<file path="src/rtl/puzzle_move_replay.sv">
// Replays a packed 8-puzzle move list against a start board, streaming each board over valid/ready.
// One board per cycle under full out_ready; a done pulse with err/solved follows the last accepted board.
module puzzle_move_replay (
    input  logic        clk,
    input  logic        rst,
    input  logic        start_valid,
    output logic        start_ready,
    input  logic [39:0] start_board,
    input  logic [29:0] start_moves,
    input  logic [3:0]  start_len,
    output logic        out_valid,
    input  logic        out_ready,
    output logic [39:0] out_board,
    output logic [3:0]  out_step,
    output logic        out_last,
    output logic        done,
    output logic        err,
    output logic        solved
);

    localparam logic [39:0] GOAL = 40'h8123456780;

    typedef enum logic [1:0] {
        S_IDLE = 2'd0,
        S_EMIT = 2'd1,
        S_DONE = 2'd2
    } state_t;

    state_t      state_q, state_d;
    logic [39:0] board_q, board_d;
    logic [29:0] moves_q, moves_d;
    logic [3:0]  len_q, len_d;
    logic [3:0]  step_q, step_d;
    logic        err_q, err_d;
    logic        solved_q, solved_d;

    logic [3:0]  blank;
    logic [3:0]  nb;
    logic [1:0]  mv;
    logic        legal;
    logic [3:0]  tile_b;
    logic [3:0]  tile_nb;
    logic [39:0] next_board;

    assign blank = board_q[39:36];

    // Move selection, destination of the blank, and legality of the current step.
    always_comb begin
        mv = 2'b00;
        for (int k = 0; k < 15; k++) begin
            if (step_q == 4'(k)) mv = moves_q[2*k +: 2];
        end
        legal = 1'b0;
        nb    = blank;
        case (mv)
            2'b00: begin
                legal = (blank >= 4'd3);
                nb    = blank - 4'd3;
            end
            2'b01: begin
                legal = (blank <= 4'd5);
                nb    = blank + 4'd3;
            end
            2'b10: begin
                legal = (blank != 4'd0) && (blank != 4'd3) && (blank != 4'd6);
                nb    = blank - 4'd1;
            end
            default: begin
                legal = (blank != 4'd2) && (blank != 4'd5) && (blank != 4'd8);
                nb    = blank + 4'd1;
            end
        endcase
    end

    // Swap the blank cell with its destination; tile contents are carried as-is.
    always_comb begin
        tile_b     = 4'h0;
        tile_nb    = 4'h0;
        next_board = board_q;
        for (int i = 0; i < 9; i++) begin
            if (blank == 4'(i)) tile_b  = board_q[35-4*i -: 4];
            if (nb == 4'(i))    tile_nb = board_q[35-4*i -: 4];
        end
        for (int i = 0; i < 9; i++) begin
            if (blank == 4'(i)) next_board[35-4*i -: 4] = tile_nb;
            if (nb == 4'(i))    next_board[35-4*i -: 4] = tile_b;
        end
        next_board[39:36] = nb;
    end

    always_comb begin
        state_d  = state_q;
        board_d  = board_q;
        moves_d  = moves_q;
        len_d    = len_q;
        step_d   = step_q;
        err_d    = err_q;
        solved_d = solved_q;
        case (state_q)
            S_IDLE: begin
                if (start_valid) begin
                    board_d  = start_board;
                    moves_d  = start_moves;
                    len_d    = start_len;
                    step_d   = 4'd0;
                    err_d    = 1'b0;
                    solved_d = 1'b0;
                    if (start_board[39:36] > 4'd8) begin
                        err_d   = 1'b1;
                        state_d = S_DONE;
                    end else begin
                        state_d = S_EMIT;
                    end
                end
            end
            S_EMIT: begin
                if (out_ready) begin
                    if (step_q == len_q) begin
                        solved_d = (board_q == GOAL) && !err_q;
                        state_d  = S_DONE;
                    end else if (legal) begin
                        board_d = next_board;
                        step_d  = step_q + 4'd1;
                    end else begin
                        err_d    = 1'b1;
                        solved_d = 1'b0;
                        state_d  = S_DONE;
                    end
                end
            end
            S_DONE: begin
                state_d = S_IDLE;
            end
            default: begin
                state_d = S_IDLE;
            end
        endcase
    end

    always_ff @(posedge clk or posedge rst) begin
        if (rst) begin
            state_q  <= S_IDLE;
            board_q  <= 40'h0;
            moves_q  <= 30'h0;
            len_q    <= 4'd0;
            step_q   <= 4'd0;
            err_q    <= 1'b0;
            solved_q <= 1'b0;
        end else begin
            state_q  <= state_d;
            board_q  <= board_d;
            moves_q  <= moves_d;
            len_q    <= len_d;
            step_q   <= step_d;
            err_q    <= err_d;
            solved_q <= solved_d;
        end
    end

    assign start_ready = (state_q == S_IDLE);
    assign out_valid   = (state_q == S_EMIT);
    assign out_board   = board_q;
    assign out_step    = step_q;
    assign out_last    = (state_q == S_EMIT) && (step_q == len_q);
    assign done        = (state_q == S_DONE);
    assign err         = err_q;
    assign solved      = solved_q;

endmodule

</file>
<file path="config.mk">
export PLATFORM = sky130hd
export DESIGN_NAME = puzzle_move_replay
export DESIGN_NICKNAME = d
export VERILOG_FILES = /design/src/rtl/puzzle_move_replay.sv
export SDC_FILE = /design/constraint.sdc
export NUM_CORES = 1
export LEC_CHECK = 0
export CORE_UTILIZATION = 53
export CTS_BUF_LIST = sky130_fd_sc_hd__clkbuf_8 sky130_fd_sc_hd__clkbuf_16
export CTS_CLUSTER_DIAMETER = 40
export DETAILED_ROUTE_END_ITERATION = 16
export PLACE_DENSITY = 0.82
export SLEW_MARGIN = 20
export SYNTH_ARGS = -nofsm -noshare
export SYNTH_HDL_FRONTEND = slang
export SYNTH_SLANG_ARGS = --single-unit
export TNS_END_PERCENT = 5
</file>
<file path="constraint.sdc">
create_clock -name clk -period 5.6 [get_ports clk]
set_input_delay 0.56 -clock clk [delete_from_list [all_inputs] [get_ports clk]]
set_output_delay 0.56 -clock clk [all_outputs]
set_load 0.01 [all_outputs]
</file>
==> results by group <==
Clock tree
  • Worst skew pair latency: 360 ps
  • Clock sink count: ~80
  • CTS tree: built
  • Clk root buf: clkbuf_16
  • Worst-path clk slew: 70 ps
  • Num CTS Buffers: 9
  • H-tree depth: 3
  • Clk buf depth: 2
  • Hold buffer count at CTS: 0

Routing
  • Initial DRC Count: 805
  • DR WL/cell: around 24 um
  • DRC viols: 0
  • Via count: 6,936
  • Vias per cell: around 7.1
  • First drt pass iteration count: 6
  • Post-Route WL: 23.93 mm
  • Antenna Violating Nets Remaining: 0

Floorplanning
  • Chip height: 112.5 um
  • Area of the core: between 10,000 and 15,000 sq um
  • Die area: 12,650 sq um
  • Cell row count: 39
  • Boundary Pins: 128
  • Die X: 112.5 um
  • Starting Density: 0.5547

Synthesis
  • Largest family of logic cells by synthesized area: compound AO/OA/AOI/OAI gates
  • Post-Synth Simple-Gate Area: 0.2346
  • Yosys warns: 0
  • Leading area contributor after synthesis: dfrtp_1
  • Mapped Cells: approximately 740
  • Mapped Nets: 825
  • Synth Flop Type: dfrtp_1
  • Compound-Gate Fraction of Synth Area: 0.2903
  • Post-synthesis average cell area: between 8 and 9 sq um
  • Distinct cells, synth: 104
  • Mapped Area: 6469 sq um
  • Share of the synthesized area in the top cell type: 0.3172
  • Post-synth EDFFs: 0
  • Post-Synth XOR/XNOR Area: 0.01083
  • Async set-reset flop share out of synthesis: 1.000
  • Synth area leaders: dfrtp_1, mux2_2, nand2_1
  • Post-Synth Adder-Cell Area: 0.02205
  • Sequential area share after synthesis: 0.3172
  • Mux cell area share after synthesis: 0.07195
  • Register bit total from synthesis: a little over 80

Worst setup path
  • CP required: 5860 ps
  • Worst EP arrival: 5630 ps
  • CP Max Fanout: 13
  • Crit. End Element: register
  • Crit Path Class: register to register
  • CP Launch Type: register

Final layout
  • Area Overhead vs Synth: 24.18%
  • Antenna diode instance count: 0
  • Commonest cells after routing, fill and taps aside: clkdlybuf4s50_1, dfrtp_1, nand2_1
  • Nets: 922
  • Final non-filler cell total: 982
  • Most common cell after layout, fill and taps aside: clkdlybuf4s50_1
  • Design area: 8033 sq um
  • Fillers: 920
  • Fraction of layout cells with a size suffix above 1: 0.1347

Flow run
  • Number of max-cap violations: 0

Placed design
  • # placed instances: 966
  • PortBufs: 127
  • DP Worst Slack: 324.6 ps
  • Dpl hpwl: 17.10 mm
  • Post-DP Area: ~7700 sq um
  • GP Congestion: 0.9877

Global route
  • Global Route Usage Sum: 0.3859
  • Initial antenna violation count: 0
  • Largest net degree at the start of global routing: 83
  • Met2 Use GR: 0.5971
  • Met1 Usage GRT: 0.5256
  • Grt met3 use: 0.08801
  • First-pass GRT wire length: 37.32 mm
  • Vias in the first global route: ~6,700
  • Grt ovf: 0
  • Global routing's busiest layer: met2

Timing
  • Max Freq: roughly 190 MHz
  • Final period util: 0.9583
  • RSZ-0062 raised after global routing: yes
  • Final count of hold timing violations: 0
  • Clock Skews: 10.64 ps
  • Setup_tns: 0 ps
  • Slew Limit Fails: 0
  • Worst Tran Pin Value: 955.0 ps
  • Final setup margin: 233.6 ps
  • Final Critical Period: 5366 ps
  • Final setup fails: 0
  • Slew margin rel.: 0.3633

Status
  • Status: complete, no violations

Hold path
  • HP Class: register to register
[metal layers]
metal	wire length, um	vias up
met2	10700	519
met3	2781	82
met5	0	-
met1	9734	3354
li1	-	2981
met4	715	0
[logic make-up after synthesis]
logic type	count (synthesis)
simple gates	281
compound gates	243
flops	82
buf+inv	73
mux	39
fa+ha+maj	11
xor+xnor	8
[critical path, cell delays in order, from the launching register on]
cell and delay, ps:
dfrtp_1 450, inv_1 130, ha_1 350, buf_4 250, nand3b_1 140, a311oi_2 120, a31oi_2 390, or2_1 190
o21ai_0 140, or2_2 340, fa_1 540, and2_1 530, o21ai_4 210, nor3_4 570, and2_1 530, a2111oi_1 100
o31ai_1 280
[registers in the layout, summed over array words and instances (netlist names)]
register,count
moves_q,30
err,1
out_step,4
out_board,40
solved,1
state_q,2
len_q,4
[through the flow]
| step | util | hold WS [ps] |
|---|---|---|
| floorplan | - | 473.0 |
| global placement | 0.6639 | 484.6 |
| detailed placement | 0.6639 | 486.4 |
| CTS | 0.6877 | 501.0 |
| global route | 0.6888 | 530.7 |
| finish | 0.6888 | 491.7 |
[final cells by class]
class,count,area [sq um],area share
Clock buffer,9,225.2,0.02804
Clock inverter,7,52.55,0.006542
Inverter,21,80.08,0.009969
Multi-Input combinational cell,582,4086,0.5087
Sequential cell,82,2052,0.2555
Tap cell,143,178.9,0.02227
Timing Repair Buffer,138,1358,0.1690
[worst paths after layout]
path,startpoint,endpoint,slack (ps),cells after the start
worst max-delay path,out_step[1]$_DFFE_PP0P_,out_board[5]$_DFFE_PP0P_,230,16
worst min-delay path,solved$_DFFE_PP0P_,solved$_DFFE_PP0P_,490,2
worst max register to register,out_step[1]$_DFFE_PP0P_,out_board[5]$_DFFE_PP0P_,230,16
worst min register to register,solved$_DFFE_PP0P_,solved$_DFFE_PP0P_,490,2
max in group asynchronous,rst,out_board[18]$_DFFE_PP0P_,4340,3
min in group asynchronous,rst,state_q[0]$_DFFE_PP0P_,750,3
[repair_timing]
action	CTS	global route
resized for setup	0	2
buffers inserted	0	0
setup endpoints to repair	0	15
[cell usage after synthesis, types with 5 or more instances]
master	n
o22ai_1	7
o211ai_1	11
a221o_1	10
ha_1	9
dfrtp_1	82
buf_4	5
o21ai_1	17
and2_1	7
o31ai_1	8
buf_6	5
nor2b_1	14
inv_1	18
nand2b_1	6
xnor2_1	8
mux2i_1	6
a21o_1	6
a31oi_1	14
mux2_2	30
buf_1	6
nand2_1	75
buf_2	10
o21ai_0	28
nor4_1	15
nand4_1	10
or3_1	6
nand3b_1	6
a21oi_1	55
and3_1	21
nand3_1	19
a211oi_1	6
nor2_1	56
clkbuf_1	26
nor3_1	18
Power is left out: the tool's default activity adds up to more than one toggle a clock period on the data nets, which glitch-free logic cannot reach.
